### config.mk
export PLATFORM = sky130hd
export DESIGN_NAME = freqmeter_reader_flat
export DESIGN_NICKNAME = d
export VERILOG_FILES = /design/src/rtl/freqmeter_pkg.sv /design/src/rtl/freqmeter_reader_if.sv /design/src/rtl/freqmeter_chan_scan.sv /design/src/rtl/freqmeter_reader.sv /design/src/flat_wrapper.sv
export SDC_FILE = /design/constraint.sdc
export NUM_CORES = 1
export LEC_CHECK = 0
export BUFFER_PORTS_ARGS = -buffer_cell sky130_fd_sc_hd__buf_2
export CAP_MARGIN = 30
export CORE_ASPECT_RATIO = 0.6
export CORE_MARGIN = 2
export CORE_UTILIZATION = 55
export CTS_BUF_LIST = sky130_fd_sc_hd__clkbuf_2 sky130_fd_sc_hd__clkbuf_4 sky130_fd_sc_hd__clkbuf_8
export DETAILED_ROUTE_END_ITERATION = 8
export PLACE_DENSITY = 0.81
export SYNTH_ARGS = -nofsm -noshare
export SYNTH_HDL_FRONTEND = slang
export SYNTH_SLANG_ARGS = --single-unit
### constraint.sdc
create_clock -name clk_i -period 5.6 [get_ports clk_i]
set_input_delay 0 -clock clk_i [delete_from_list [all_inputs] [get_ports clk_i]]
set_output_delay 0 -clock clk_i [all_outputs]
set_load 0.02 [all_outputs]
### src/rtl/freqmeter_pkg.sv
// Shared types and defaults for the frequency-meter result reader.
// Holds the bus address type, parameter defaults and FSM state encoding.
package freqmeter_pkg;

    typedef logic [10:0] addr_t;

    localparam int    N_CH_DEF       = 24;
    localparam addr_t STATUS_ADR_DEF = 11'h7FF;
    localparam addr_t RES_BASE_DEF   = 11'h000;
    localparam int    TIMEOUT_DEF    = 255;

    typedef enum logic [2:0] {
        IDLE,
        RD_STAT,
        SCAN,
        RD_RES,
        PUSH,
        WR_CLR
    } state_t;

endpackage

### src/rtl/freqmeter_reader_if.sv
// Wishbone classic bus between the reader (master) and the freqmeter slave.
// Signal names follow the master's point of view.
interface freqmeter_reader_if;
    import freqmeter_pkg::*;

    logic        cyc_o;
    logic        stb_o;
    logic        we_o;
    addr_t       adr_o;
    logic [31:0] dat_o;
    logic [31:0] dat_i;
    logic        ack_i;

    modport master (
        output cyc_o,
        output stb_o,
        output we_o,
        output adr_o,
        output dat_o,
        input  dat_i,
        input  ack_i
    );

    modport slave (
        input  cyc_o,
        input  stb_o,
        input  we_o,
        input  adr_o,
        input  dat_o,
        output dat_i,
        output ack_i
    );

endinterface

### src/rtl/freqmeter_chan_scan.sv
// Combinational lowest-set-bit finder over the pending-channel mask.
// Returns the index of the lowest set bit and whether any bit is set.
module freqmeter_chan_scan #(
    parameter int N_CH = 24
) (
    input  logic [N_CH-1:0] i_mask,
    output logic [4:0]      o_idx,
    output logic            o_any
);

    always_comb begin
        o_idx = 5'd0;
        // Walk downward so the lowest set bit wins.
        for (int i = N_CH - 1; i >= 0; i--) begin
            if (i_mask[i]) begin
                o_idx = 5'(i);
            end
        end
    end

    assign o_any = |i_mask;

endmodule

### src/rtl/freqmeter_reader.sv
// Interrupt-driven reader: fetches ready mask, streams each channel result, clears.
// Define FREQMETER_READER_TIMEOUT_EN to enable the bus ack watchdog and err_o.
module freqmeter_reader
    import freqmeter_pkg::*;
#(
    parameter int    N_CH       = N_CH_DEF,
    parameter addr_t STATUS_ADR = STATUS_ADR_DEF,
    parameter addr_t RES_BASE   = RES_BASE_DEF,
    parameter int    TIMEOUT    = TIMEOUT_DEF
) (
    input  logic        clk_i,
    input  logic        rst_ni,
    freqmeter_reader_if.master bus,
    input  logic        inta_i,
    output logic        res_valid_o,
    input  logic        res_ready_i,
    output logic [4:0]  res_chan_o,
    output logic [31:0] res_data_o,
    output logic        err_o
);

    if (N_CH < 1 || N_CH > 32 || TIMEOUT < 1) begin : g_param_chk
        $error("freqmeter_reader: parameter out of range");
    end

    state_t          r_state;
    logic            r_cyc;
    logic            r_we;
    addr_t           r_adr;
    logic [31:0]     r_dat;
    logic [N_CH-1:0] r_pending;
    logic [N_CH-1:0] r_clear;
    logic [4:0]      r_sel;
    logic            r_valid;
    logic [4:0]      r_chan;
    logic [31:0]     r_data;

    logic            w_ack;
    logic            w_tmo;
    logic [N_CH-1:0] w_mask;
    logic [N_CH-1:0] w_onehot;
    logic [4:0]      w_idx;
    logic            w_any;

    // An ack only counts while our own cycle is open.
    assign w_ack    = r_cyc & bus.ack_i;
    assign w_mask   = bus.dat_i[N_CH-1:0];
    assign w_onehot = N_CH'(1) << r_sel;

    freqmeter_chan_scan #(
        .N_CH (N_CH)
    ) u_scan (
        .i_mask (r_pending),
        .o_idx  (w_idx),
        .o_any  (w_any)
    );

`ifdef FREQMETER_READER_TIMEOUT_EN
    localparam int WD_W = $clog2(TIMEOUT + 1);

    logic [WD_W-1:0] r_wd;
    logic            r_err;

    assign w_tmo = r_cyc & ~bus.ack_i & (r_wd == WD_W'(TIMEOUT - 1));

    always_ff @(posedge clk_i or negedge rst_ni) begin
        if (!rst_ni) begin
            r_wd  <= '0;
            r_err <= 1'b0;
        end else begin
            r_err <= w_tmo;
            if (r_cyc && !bus.ack_i && !w_tmo) begin
                r_wd <= r_wd + 1'b1;
            end else begin
                r_wd <= '0;
            end
        end
    end

    assign err_o = r_err;
`else
    assign w_tmo = 1'b0;
    assign err_o = 1'b0;
`endif

    always_ff @(posedge clk_i or negedge rst_ni) begin
        if (!rst_ni) begin
            r_state   <= IDLE;
            r_cyc     <= 1'b0;
            r_we      <= 1'b0;
            r_adr     <= '0;
            r_dat     <= '0;
            r_pending <= '0;
            r_clear   <= '0;
            r_sel     <= '0;
            r_valid   <= 1'b0;
            r_chan    <= '0;
            r_data    <= '0;
        end else if (w_tmo) begin
            // Abandon the whole batch; the slave keeps its ready bits.
            r_cyc     <= 1'b0;
            r_we      <= 1'b0;
            r_pending <= '0;
            r_clear   <= '0;
            r_state   <= IDLE;
        end else begin
            unique case (r_state)
                IDLE: begin
                    if (inta_i) begin
                        r_cyc   <= 1'b1;
                        r_we    <= 1'b0;
                        r_adr   <= STATUS_ADR;
                        r_state <= RD_STAT;
                    end
                end
                RD_STAT: begin
                    if (w_ack) begin
                        r_cyc     <= 1'b0;
                        r_pending <= w_mask;
                        r_clear   <= w_mask;
                        r_state   <= (w_mask == '0) ? IDLE : SCAN;
                    end
                end
                SCAN: begin
                    r_cyc <= 1'b1;
                    if (w_any) begin
                        r_sel   <= w_idx;
                        r_we    <= 1'b0;
                        r_adr   <= RES_BASE + addr_t'(w_idx);
                        r_state <= RD_RES;
                    end else begin
                        r_we    <= 1'b1;
                        r_adr   <= STATUS_ADR;
                        r_dat   <= 32'(r_clear);
                        r_state <= WR_CLR;
                    end
                end
                RD_RES: begin
                    if (w_ack) begin
                        r_cyc     <= 1'b0;
                        r_data    <= bus.dat_i;
                        r_chan    <= r_sel;
                        r_pending <= r_pending & ~w_onehot;
                        r_valid   <= 1'b1;
                        r_state   <= PUSH;
                    end
                end
                PUSH: begin
                    if (res_ready_i) begin
                        r_valid <= 1'b0;
                        r_state <= SCAN;
                    end
                end
                WR_CLR: begin
                    if (w_ack) begin
                        r_cyc   <= 1'b0;
                        r_we    <= 1'b0;
                        r_state <= IDLE;
                    end
                end
                default: begin
                    r_cyc   <= 1'b0;
                    r_state <= IDLE;
                end
            endcase
        end
    end

    assign bus.cyc_o   = r_cyc;
    assign bus.stb_o   = r_cyc;
    assign bus.we_o    = r_we;
    assign bus.adr_o   = r_adr;
    assign bus.dat_o   = r_dat;
    assign res_valid_o = r_valid;
    assign res_chan_o  = r_chan;
    assign res_data_o  = r_data;

endmodule

### src/flat_wrapper.sv
// flat-port wrapper written by rule: the top's interface ports become plain ports
module freqmeter_reader_flat import freqmeter_pkg::*;
#(
    parameter int    N_CH       = N_CH_DEF,
    parameter addr_t STATUS_ADR = STATUS_ADR_DEF,
    parameter addr_t RES_BASE   = RES_BASE_DEF,
    parameter int    TIMEOUT    = TIMEOUT_DEF
)
  (clk_i, rst_ni, inta_i, res_valid_o, res_ready_i, res_chan_o, res_data_o, err_o, bus_cyc_o, bus_stb_o, bus_we_o, bus_adr_o, bus_dat_o, bus_dat_i, bus_ack_i);
  freqmeter_reader_if bus_i ();
  input  logic clk_i;
  input  logic rst_ni;
  input  logic inta_i;
  output logic res_valid_o;
  input  logic res_ready_i;
  output logic [4:0] res_chan_o;
  output logic [31:0] res_data_o;
  output logic err_o;
  output wire logic [$bits(bus_i.cyc_o)-1:0] bus_cyc_o;
  output wire logic [$bits(bus_i.stb_o)-1:0] bus_stb_o;
  output wire logic [$bits(bus_i.we_o)-1:0] bus_we_o;
  output wire logic [$bits(bus_i.adr_o)-1:0] bus_adr_o;
  output wire logic [$bits(bus_i.dat_o)-1:0] bus_dat_o;
  input wire logic [$bits(bus_i.dat_i)-1:0] bus_dat_i;
  input wire logic [$bits(bus_i.ack_i)-1:0] bus_ack_i;
  assign bus_cyc_o = bus_i.cyc_o;
  assign bus_stb_o = bus_i.stb_o;
  assign bus_we_o = bus_i.we_o;
  assign bus_adr_o = bus_i.adr_o;
  assign bus_dat_o = bus_i.dat_o;
  assign bus_i.dat_i = bus_dat_i;
  assign bus_i.ack_i = bus_ack_i;
  freqmeter_reader #(.N_CH(N_CH), .STATUS_ADR(STATUS_ADR), .RES_BASE(RES_BASE), .TIMEOUT(TIMEOUT)) u_core (.clk_i(clk_i), .rst_ni(rst_ni), .bus(bus_i), .inta_i(inta_i), .res_valid_o(res_valid_o), .res_ready_i(res_ready_i), .res_chan_o(res_chan_o), .res_data_o(res_data_o), .err_o(err_o));
endmodule
==> impl_metrics.yaml <==
cells_and_area:
  layout.cells.non_filler: 802
  drive_above_1_share_pct: 33.73
  nNetsFinal: 691
  fill_cells: 715
  diodes: 0
  area_growth_pct: 23.68
  final_common_cell: "dfrtp_1"
  layout_common_cells: "dfrtp_1 (126), buf_2 (111), nand2_1 (106), mux2_2 (42)"
synthesis:
  yosysWarnings: 0
  syn-mean-instance-area_um2: 11.01
  ys_async_sr_fraction_pct: 100.0
  synth_area_leaders: "dfrtp_1 (56%), mux2_2 (8.4%), nand2_1 (7.1%), mux2_4 (5.3%), o21ai_0 (3.1%)"
  synth_edf_count: 0
  ys_ff_latch: 126
  ys_seq_area_share_pct: 56.04
  synth_area_um2: 5627
  synth-main-ff-cell: "dfrtp_1"
  synth.largest_area_cell: "dfrtp_1"
  ys_types: 46
  synth_top_area_share_pct: 56.04
  syn_inst: 511
cts:
  cts_setup_buffers: 0
  clk_pin_slew_worst_paths_ns: 0.08
  cts_root_buffer: "clkbuf_8"
  cts_buffer_depth: 2
  cts.sinks: 126
  numCtsBuffers: 17
  clock_latency_ns: 0.44
  cts-resized-gates: 0
  htree_levels: 4
  cts_tree: "done"
die:
  pin_count: 122
  die_h_um: 82.35
  core_area_um2: 9915
  die_w_um: 134.6
  start_util_pct: 56.75
  rows: 28
  fp.dieArea_um2: 11080
grt:
  antenna_found_initial: 0
  grt_pass1_wl_um: 23090
  grt_pass1_vias: 4379
  gr-total-overflow: 0
  grt_use_total_pct: 27.90
  grt_max_degree: 76
run_status:
  status: "complete, no violations"
place:
  dp.cells: 734
  gp_routability_congestion: 0.9229
  dp_hpwl_um: 9676
  io_buffer_count: 112
detailed_routing:
  drtPass1Iterations: 5
  wl_um: 14640
  drt_iter0_drc: 334
  final_antenna_net_count: 0
  vias: 4558
  wire_per_inst_um: 18.26
  drcViolationCount: 0
  vias_per_cell: 5.683
worst_setup_path:
  cp-startpoint: "u_core.r_state[0]"
  crit_path_end: "u_core.res_data_o[9]"
  cp_data_arrival_time_ns: 2.81
  cp.required_ns: 5.92
  r2r_end: "u_core.res_data_o[9]"
  r2r_start: "u_core.r_state[0]"
  end_kind: "flip-flop"
  r2r_slack_ns: 3.11
  start_kind: "flip-flop"
  r2r_cells: 5
  cp_max_fo: 29
  critPathKind: "reg2reg"
timing:
  min_period_ns: 2.492
  skew_ns: 0.01272
  rsz0062_at_grt: "false"
  period_share_pct: 44.50
  worst_slew_pin_slew_ns: 0.9307
  max_freq_mhz: 401.3
  finalSetupViolCount: 0
  slew_headroom_pct: 37.96
  finalHoldViolCount: 0
  tns_ns: 0
  drv_slew: 0
  timing.hold.ws_ns: 0.2568
power:
  report.power.total_mw: 3.662
  leakage_nw: 3.445
  max-vdd-ir-drop_mv: 0.2993
  p_per_area_nw_per_um2: 526.3
flow_run:
  drv_cap: 0
hold_path:
  hp-class: "in2async"
-- state kept, by name, indices dropped and copies added, names as in the netlist --
register / count
u_core.r_state: 3
u_core.r_clear: 24
u_core.res_data_o: 32
u_core.bus.adr_o: 6
u_core.bus.cyc_o: 1
u_core.bus.we_o: 1
u_core.res_valid_o: 1
u_core.r_sel: 5
u_core.r_pending: 24
u_core.res_chan_o: 5
u_core.bus.dat_o: 24
-- cell usage after synthesis (2+ instances only) --
cell,instances
dfrtp_1,126
nor2b_1,5
nor2_1,37
nand2b_1,6
a21oi_1,11
nor4_2,3
o211ai_1,2
nand3b_1,4
nor3_1,11
mux2_2,42
o21ai_0,35
nand2_1,106
a31oi_1,4
buf_12,2
a22o_1,11
o21a_1,3
o21bai_1,2
buf_2,3
inv_1,8
o31ai_1,3
nor4_1,8
buf_4,15
nand3_1,5
clkbuf_1,18
mux2_4,20
-- report_power, final --
part	total (mW)	internal [mW]	switching [mW]
sequential	1.56	1.25	0.314
combinational	1.37	0.560	0.809
clock	0.734	0.354	0.380
total	3.66	2.16	1.50
-- critical path, stage by stage, from the launching register on --
cell and delay, ns:
dfrtp_1 0.54, nor2b_1 0.21, nand2_1 0.47, nor2_4 0.50, buf_12 0.26, mux2_2 0.37
-- stage by stage --
stage	utilization, %	area (um^2)	worst slack [ns]
6_report	70.19	6959	3.108
3_3_place_gp	62.44	6191	2.933
2_1_floorplan	-	5657	3.606
5_1_grt	70.19	6959	2.914
3_5_place_dp	62.92	6238	3.172
4_1_cts	70.19	6959	3.151
-- what timing repair did --
item / in CTS / in global routing
setup endpoints to repair: 0 / 0
hold buffers: 36 / 0
hold endpoints to repair: 158 / 0
-- worst min-delay path by stage --
| stage | start | endpoint | slack (ns) | cells after the start |
|---|---|---|---|---|
| after floorplan | rst_ni | u_core.bus.adr_o[0] | -0.30 | 0 |
| after global placement | rst_ni | u_core.bus.adr_o[3] | 0.19 | 1 |
| after detailed placement | rst_ni | u_core.bus.adr_o[3] | 0.20 | 1 |
| after CTS | rst_ni | u_core.r_pending[21] | 0.27 | 2 |
| after global routing | rst_ni | u_core.bus.adr_o[3] | 0.33 | 2 |
| final | rst_ni | u_core.r_pending[21] | 0.26 | 2 |
-- metal layers --
layer | track usage, % | wire length [um]
met5 | 0 | 0
met4 | 8.947 | 153
met3 | 8.059 | 1347
met2 | 41.53 | 6539
met1 | 39.96 | 6602
-- kinds of logic after synthesis --
| logic type | Yosys count | share of synthesized area, % |
|---|---|---|
| compound gates | 81 | 9.206 |
| buf+inv | 46 | 4.714 |
| flops | 126 | 56.04 |
| mux | 62 | 13.74 |
| other cells | 1 | 0.06665 |
| simple gates | 195 | 16.23 |
-- layout make-up --
type,instances,area (um^2),area share (%)
Clock buffer,18,241.5,3.470
Sequential cell,126,3153,45.31
Clock inverter,14,118.9,1.708
Multi-Input combinational cell,347,2246,32.27
Timing Repair Buffer,154,1001,14.38
Tap cell,135,168.9,2.427
Inverter,8,30.03,0.4315
No activity file was read; power rests on OpenSTA's default activity.
